**config.mk**
```make
export PLATFORM = sky130hd
export DESIGN_NAME = i2s_rx_16_flat
export DESIGN_NICKNAME = d
export VERILOG_FILES = /design/src/rtl/i2s_rx_16_if.sv /design/src/rtl/i2s_rx_16.sv /design/src/flat_wrapper.sv
export SDC_FILE = /design/constraint.sdc
export NUM_CORES = 1
export LEC_CHECK = 0
export CORE_MARGIN = 5
export CORE_UTILIZATION = 37
export DETAILED_ROUTE_END_ITERATION = 8
export PLACE_DENSITY = 0.56
export SYNTH_ARGS = -nofsm -noshare
export SYNTH_HDL_FRONTEND = slang
export SYNTH_SLANG_ARGS = --single-unit
```
**constraint.sdc**
```tcl
create_clock -name clk -period 2.75 [get_ports clk]
set_clock_uncertainty 0.15 [all_clocks]
set_input_delay 0.55 -clock clk [delete_from_list [all_inputs] [get_ports clk]]
set_output_delay 0.55 -clock clk [all_outputs]
set_load 0.03 [all_outputs]
```
**src/rtl/i2s_rx_16_if.sv**
```systemverilog
// Bundle of the serial I2S lines and the parallel sample side of i2s_rx_16.
// master = stream source / sample consumer, slave = the receiver itself.
interface i2s_rx_16_if;
    logic        bclk;
    logic        lrclk;
    logic        sdata;
    logic [15:0] sample_left;
    logic [15:0] sample_right;
    logic        sample_valid;
    logic        frame_error;
    logic        locked;

    modport master (
        output bclk, lrclk, sdata,
        input  sample_left, sample_right, sample_valid, frame_error, locked
    );

    modport slave (
        input  bclk, lrclk, sdata,
        output sample_left, sample_right, sample_valid, frame_error, locked
    );
endinterface

```
**src/rtl/i2s_rx_16.sv**
```systemverilog
// Standard-I2S 16-bit stereo receiver, oversampling BCLK/LRCLK/SDATA with clk.
// Optional BCLK-loss timeout enabled by defining I2S_RX_BCLK_TIMEOUT_EN.
module i2s_rx_16 #(
    parameter int TIMEOUT = 256
) (
    input logic         clk,
    input logic         rst,
    i2s_rx_16_if.slave  bus
);

    typedef enum logic [0:0] {
        HUNT = 1'b0,
        RUN  = 1'b1
    } state_t;

    if (TIMEOUT < 2) begin : g_bad_timeout
        $error("i2s_rx_16: TIMEOUT must be at least 2");
    end

    // bit order in the synchroniser vectors: {bclk, lrclk, sdata}
    logic [2:0]  sync1_r;
    logic [2:0]  sync2_r;
    logic        bclk_d_r;
    logic        rise_en_s;
    logic        lr_s;
    logic        sd_s;
    logic        to_hit_s;

    state_t      state_r;
    logic        lr_prev_r;
    logic [4:0]  bit_cnt_r;
    logic [15:0] shift_r;
    logic [15:0] left_hold_r;
    logic        left_ok_r;
    logic        pair_pend_r;
    logic [15:0] sample_left_r;
    logic [15:0] sample_right_r;
    logic        sample_valid_r;
    logic        frame_error_r;
    logic        locked_r;

    // Two-stage synchroniser for all three serial lines plus BCLK edge history.
    // BCLK/LRCLK reset high so warm-up cannot fake a rising edge or a boundary.
    always_ff @(posedge clk or posedge rst) begin
        if (rst) begin
            sync1_r  <= 3'b110;
            sync2_r  <= 3'b110;
            bclk_d_r <= 1'b1;
        end else begin
            sync1_r  <= {bus.bclk, bus.lrclk, bus.sdata};
            sync2_r  <= sync1_r;
            bclk_d_r <= sync2_r[2];
        end
    end

    assign rise_en_s = sync2_r[2] & ~bclk_d_r;
    assign lr_s      = sync2_r[1];
    assign sd_s      = sync2_r[0];

`ifdef I2S_RX_BCLK_TIMEOUT_EN
    localparam int TO_W = $clog2(TIMEOUT + 1);
    localparam logic [TO_W-1:0] TO_MAX = TO_W'(TIMEOUT);

    logic [TO_W-1:0] to_cnt_r;

    // Saturating count of clk cycles since the last BCLK rising edge.
    always_ff @(posedge clk or posedge rst) begin
        if (rst) begin
            to_cnt_r <= {TO_W{1'b0}};
        end else if (rise_en_s) begin
            to_cnt_r <= {TO_W{1'b0}};
        end else if (to_cnt_r != TO_MAX) begin
            to_cnt_r <= to_cnt_r + TO_W'(1'b1);
        end else begin
            to_cnt_r <= to_cnt_r;
        end
    end

    assign to_hit_s = (to_cnt_r == TO_MAX) && !rise_en_s;
`else
    assign to_hit_s = 1'b0;
`endif

    // Slot tracking, deserialisation and registered output strobes.
    always_ff @(posedge clk or posedge rst) begin
        if (rst) begin
            state_r        <= HUNT;
            lr_prev_r      <= 1'b1;
            bit_cnt_r      <= 5'd0;
            shift_r        <= 16'h0000;
            left_hold_r    <= 16'h0000;
            left_ok_r      <= 1'b0;
            pair_pend_r    <= 1'b0;
            sample_left_r  <= 16'h0000;
            sample_right_r <= 16'h0000;
            sample_valid_r <= 1'b0;
            frame_error_r  <= 1'b0;
            locked_r       <= 1'b0;
        end else begin
            sample_valid_r <= 1'b0;
            frame_error_r  <= 1'b0;
            pair_pend_r    <= 1'b0;

            // The right word was completed last cycle; shift_r is stable here
            // because two rise_en pulses can never be adjacent.
            if (pair_pend_r) begin
                sample_left_r  <= left_hold_r;
                sample_right_r <= shift_r;
                sample_valid_r <= 1'b1;
                locked_r       <= 1'b1;
            end

            if (rise_en_s) begin
                lr_prev_r <= lr_s;
                if (lr_s != lr_prev_r) begin
                    // boundary edge still carries the previous slot's last bit
                    bit_cnt_r <= 5'd0;
                    state_r   <= RUN;
                    if ((state_r == RUN) && (bit_cnt_r != 5'd0) && (bit_cnt_r < 5'd16)) begin
                        frame_error_r <= 1'b1;
                        left_ok_r     <= 1'b0;
                        locked_r      <= 1'b0;
                    end
                end else if ((state_r == RUN) && (bit_cnt_r != 5'd17)) begin
                    bit_cnt_r <= bit_cnt_r + 5'd1;
                    if (bit_cnt_r < 5'd16) begin
                        shift_r <= {shift_r[14:0], sd_s};
                    end
                    if (bit_cnt_r == 5'd15) begin
                        if (!lr_s) begin
                            left_hold_r <= {shift_r[14:0], sd_s};
                            left_ok_r   <= 1'b1;
                        end else if (left_ok_r) begin
                            pair_pend_r <= 1'b1;
                            left_ok_r   <= 1'b0;
                        end
                    end
                end
            end

            if (to_hit_s) begin
                state_r   <= HUNT;
                left_ok_r <= 1'b0;
                locked_r  <= 1'b0;
            end
        end
    end

    assign bus.sample_left  = sample_left_r;
    assign bus.sample_right = sample_right_r;
    assign bus.sample_valid = sample_valid_r;
    assign bus.frame_error  = frame_error_r;
    assign bus.locked       = locked_r;

endmodule

```
**src/flat_wrapper.sv**
```systemverilog
// flat-port wrapper written by rule: the top's interface ports become plain ports
module i2s_rx_16_flat 
#(
    parameter int TIMEOUT = 256
)
  (clk, rst, bus_bclk, bus_lrclk, bus_sdata, bus_sample_left, bus_sample_right, bus_sample_valid, bus_frame_error, bus_locked);
  i2s_rx_16_if bus_i ();
  input logic clk;
  input logic rst;
  input wire logic [$bits(bus_i.bclk)-1:0] bus_bclk;
  input wire logic [$bits(bus_i.lrclk)-1:0] bus_lrclk;
  input wire logic [$bits(bus_i.sdata)-1:0] bus_sdata;
  output wire logic [$bits(bus_i.sample_left)-1:0] bus_sample_left;
  output wire logic [$bits(bus_i.sample_right)-1:0] bus_sample_right;
  output wire logic [$bits(bus_i.sample_valid)-1:0] bus_sample_valid;
  output wire logic [$bits(bus_i.frame_error)-1:0] bus_frame_error;
  output wire logic [$bits(bus_i.locked)-1:0] bus_locked;
  assign bus_i.bclk = bus_bclk;
  assign bus_i.lrclk = bus_lrclk;
  assign bus_i.sdata = bus_sdata;
  assign bus_sample_left = bus_i.sample_left;
  assign bus_sample_right = bus_i.sample_right;
  assign bus_sample_valid = bus_i.sample_valid;
  assign bus_frame_error = bus_i.frame_error;
  assign bus_locked = bus_i.locked;
  i2s_rx_16 #(.TIMEOUT(TIMEOUT)) u_core (.clk(clk), .rst(rst), .bus(bus_i));
endmodule
```
Word-level counts from Yosys, hierarchy flattened
Cells that the tools add are included.
Widths: inputs -> output; s select.
- flip-flop bits (word level): 83
- input port bits: 5
- word-level logic and storage cells: 57
- add/subtract/negate cells: 1
- $lt $le $gt $ge: 1
- equality and inequality tests: 4
- mux-type cells: 21
- bitwise operators: 4
- reduce and logical (&&, ||, !) cells: 11
- operators with widths (operator ; count):
    $mux 1 ; 19
    $mux 5 ; 2
    $reduce_and 4->1 ; 2
    $add 5x1->5 const B ; 1
    $eq 5x4->1 const B ; 1
    $lt 5x5->1 const B ; 1
    $ne 5x5->1 const B ; 1
    $reduce_and 5->1 ; 1
    $reduce_bool 5->1 ; 1
    $reduce_and 2->1 ; 2
    $reduce_bool 2->1 ; 2
    $logic_and 1x1->1 ; 3
    $not 1->1 ; 3
    $ne 2x2->1 const B ; 1
    $and 1x1->1 ; 1
    $ne 1x1->1 ; 1

Longest topological paths before layout
- depth in word-level cells: 6
- gate-level depth with buffers: 8
- depth with buffers taken out: 6

Worst setup path after synthesis
Ideal clock, no wire load.
- path kind: flip-flop to flip-flop
- start: reg u_core.bit_cnt_r[0]
- end: reg u_core.left_hold_r[0]
- library setup time: 0.125 ns
- data arrival time: 1.831 ns
- path slack: 0.644 ns
- cell stages (with the launch flop): 9
- path buffers: 2
- clock period less this slack: 2.106 ns
- cell sequence: dfrtp_1 -> ha_1 -> and3_2 -> ha_1 -> nand2_1 -> or3_1 -> buf_6 -> buf_12 -> mux2_4
- word-level cells in the longest chain between the ends: 3
- elaborated cells between the ends (all ways): 4
- RTL lines (what ; RTL line ; source):
    start: declaration ; i2s_rx_16.sv:31 ; logic [4:0] bit_cnt_r;
    start signal: assignment ; i2s_rx_16.sv:125 ; bit_cnt_r <= bit_cnt_r + 5'd1;
    $ne 5x5->1 ; i2s_rx_16.sv:124 ; end else if ((state_r == RUN) && (bit_cnt_r != 5'd17)) begin
    $logic_and 1x1->1 ; i2s_rx_16.sv:124 ;
    $reduce_and 5->1 (no line) (*) ; - ;
    end signal: assignment ; i2s_rx_16.sv:131 ; left_hold_r <= {shift_r[14:0], sd_s};
    end: declaration ; i2s_rx_16.sv:33 ; logic [15:0] left_hold_r;
Every way passes the cells marked *; elsewhere a longest branch is shown, timed or not.
A chain may end at the register's enable or synchronous reset.

Final worst setup path
- start: reg u_core.bit_cnt_r[0]
- end: reg u_core.left_hold_r[7]
The elaborated chain is that of the path after synthesis.

==> impl_metrics.tcl <==
set metrics [dict create \
    clk_path_buf_depth 2 \
    finalCritPeriodShare 0.8568 \
    crit_type "flop to flop" \
    drv_slew 0 \
    ant_nets 0 \
    syn_nets 224 \
    crit_path_end_kind "flop" \
    grt_max_degree 84 \
    row_count 34 \
    post_dp_cell_area_um2 3822 \
    cts_resized 0 \
    wl_mm 5.511 \
    overflow 0 \
    synth_warnings 0 \
    slew_headroom 0.6154 \
    synth_area_leaders "dfrtp_1 (59%), mux2_2 (19%), dfstp_2 (4.8%), mux2_4 (4.6%), ha_1 (1.9%)" \
    cts-hold-fix-buffers 0 \
    grt_pass1_vias 1941 \
    cts_setup_buffers 0 \
    cp_cell_sequence "ha_1 > and3_2 > ha_1 > nand2_1 > or3_1 > buf_12 > mux2_4" \
    finalHoldViolCount 0 \
    yosys-mux-area-fraction 0.2397 \
    die_h_um 104.3 \
    fillers 804 \
    clk_pin_slew_ns 0.08 \
    drt-wirelength-per-cell_um 14.85 \
    cp_max_fo 10 \
    yosys.area_share.xor_xnor 0 \
    cts_tree "built" \
    drc 0 \
    ir_drop_v 0.0002335 \
    vias 1784 \
    n_antenna_cell 0 \
    max_stage_delay_ns 0.49 \
    critPathBufInv 1 \
    synth.distinct_cells 33 \
    drive_above_1_share 0.3650 \
    ys_seq_area_frac 0.6330 \
    htreeDepth 3 \
    slowest_stage "or3_1" \
    insertion_delay_ns 0.35 \
    firstDrtPassIters 4 \
    gp_congestion 0.8129 \
    start_util 0.3795 \
    synthAdderAreaFrac 0.01900 \
    coreArea_um2 8678 \
    synth_top_cell_by_area "dfrtp_1" \
    final.min_clock_period_ns 2.356 \
    final-setup-viol-count 0 \
    seqCellArea_um2 2085 \
    synthCells 214 \
    p_leak_nw 1.913 \
    synth_compound_area_frac 0.02584 \
    ios 40 \
    antenna_found_initial 0 \
    multiInputGateArea_um2 1107 \
    synth_area_per_cell_um2 15.39 \
    cp_top_family "simple AND/OR/NAND/NOR gates" \
    grt_pass1_wl_mm 9.680 \
    drtIter0Drc 55 \
    dieArea_um2 10890 \
    vias_per_cell 4.809 \
    cap_violations 0 \
    crit_top_cell "ha_1" \
    fin_nets 268 \
    synth_area_um2 3293 \
    hp-class "flop to flop" \
    synth-seq-cells 83 \
    grt_setup_unrepaired "false" \
    dp_hpwl_mm 3.596 \
    setup_tns_ns 0 \
    fmax_mhz 424.4 \
    start_kind "flop" \
    syn2layout_area_growth_pct 22.45 \
    grt_use_total 0.1092 \
    portBuffers 39 \
    cts_sinks 83 \
    post-synth-top-area-fraction 0.5851 \
    crit_arrival_ns 2.44 \
    status "complete, no violations" \
    p_per_area_nw_per_um2 619.4 \
    cts_made_buffers 9 \
    ctsRootBufferMaster "clkbuf_8" \
    final_area_um2 4033 \
    synth_top_family_by_area "multiplexers" \
    required_ns 2.84 \
    die_x_um 104.3 \
    worst_pin_slew_ns 0.5758 \
    yosys.area_share.simple 0.05167 \
]
## power breakdown
group          switching, mW  total, mW  leakage, nW  internal [mW]
logic                  0.110      0.215        0.693          0.106
registers             0.0781       1.38         1.12           1.31
clock network          0.445      0.899        0.103          0.454
total                  0.633       2.50         1.91           1.86
## flip-flops by register name, indices dropped and copies added, names as in the netlist
name and flops:
u_core.bclk_d_r 1, u_core.bit_cnt_r 5, u_core.bus.frame_error 1, u_core.bus.locked 1, u_core.bus.sample_left 16, u_core.bus.sample_right 16, u_core.bus.sample_valid 1, u_core.left_hold_r 16
u_core.left_ok_r 1, u_core.lr_prev_r 1, u_core.pair_pend_r 1, u_core.shift_r 16, u_core.state_r 1, u_core.sync1_r 3, u_core.sync2_r 3
## per-layer routing
layer  routed length, um  share of wire  global-route usage  vias to the layer above
met5                   0              0                   0                        -
met2                2548           0.46              0.1624                       34
met3                 249          0.045             0.03662                        9
met4                 108          0.020             0.04995                        0
met1                2605           0.47              0.1437                      905
li1                    -              -                   -                      836
## cells in the mapped netlist (all sizes together)
cell type and n:
o221ai 1, o41ai 1, a41oi 1, and2 1, nand3 2, or4 1
o21ai 3, nor2b 3, ha 5, o31ai 1, nand4bb 1, mux2 65
inv 7, dfrtp 77, o22ai 3, dfstp 6, a21o 1, nor2 9
nand2b 1, or3 1, mux2i 2, a21oi 2, nor4 1, buf 5
nand2 5, clkbuf 6, nand4 1, nand3b 1, and3 1
## metrics by stage
step	cells	setup slack, ns	hold slack (ns)	utilization	power, mW
CTS	371	0.3987	0.2094	0.4647	2.540
detailed placement	355	0.4147	0.1871	0.4405	1.626
floorplan	214	0.6439	0.1812	-	1.552
finish	371	0.3938	0.2057	0.4647	2.498
global placement	355	0.4536	0.1893	0.4405	1.620
global route	371	0.3177	0.2298	0.4647	2.636
## worst reg2reg max path, cell delays in order (launching register included)
cell and delay [ns]:
dfrtp_1 0.44, ha_1 0.22, and3_2 0.19, ha_1 0.17, nand2_1 0.06, or3_1 0.49
buf_12 0.24, mux2_4 0.29
## cell type report
type                    instances  share of cell area
clock buffers                  10             0.03413
clock inverters                 6             0.01800
inverters                       7            0.007446
multi-input cells             113              0.2746
flip-flops and latches         83              0.5169
well taps                     108             0.03351
repair buffers                 44              0.1154
## cell usage in the layout, fill, tap and decap left out, drive strengths merged, types with 2 or more instances in the layout
cell type      count
clkinv             2
o22ai              3
mux2              65
dfstp              6
nand2              5
clkdlybuf4s50     39
buf                5
nand3              2
dfrtp             77
nor2b              3
nor2               9
inv                8
a21oi              2
ha                 5
o21ai              3
clkinvlp           2
mux2i              2
clkbuf            10
## logic make-up (layout without fill, tap and decap cells)
logic type / after synthesis / count (layout)
DFF: 83 / 83
muxes: 67 / 67
and+or+nand+nor: 28 / 28
buffers and inverters: 18 / 67
AOI/OAI and AO/OA: 13 / 13
adders and majority gates: 5 / 5
## worst paths after layout
check | slack [ns] | start | cells after the start | end
worst min-delay path | 0.21 | u_core.sync1_r[1] | 0 | u_core.sync2_r[1]
worst max register to register | 0.39 | u_core.bit_cnt_r[0] | 7 | u_core.left_hold_r[7]
worst max-delay path | 0.39 | u_core.bit_cnt_r[0] | 7 | u_core.left_hold_r[7]
min in group asynchronous | 0.53 | rst | 3 | u_core.left_hold_r[6]
worst min register to register | 0.21 | u_core.sync1_r[1] | 0 | u_core.sync2_r[1]
max in group asynchronous | 1.59 | rst | 3 | u_core.sync1_r[2]
Note: power is estimated with default switching activity, not from simulation.
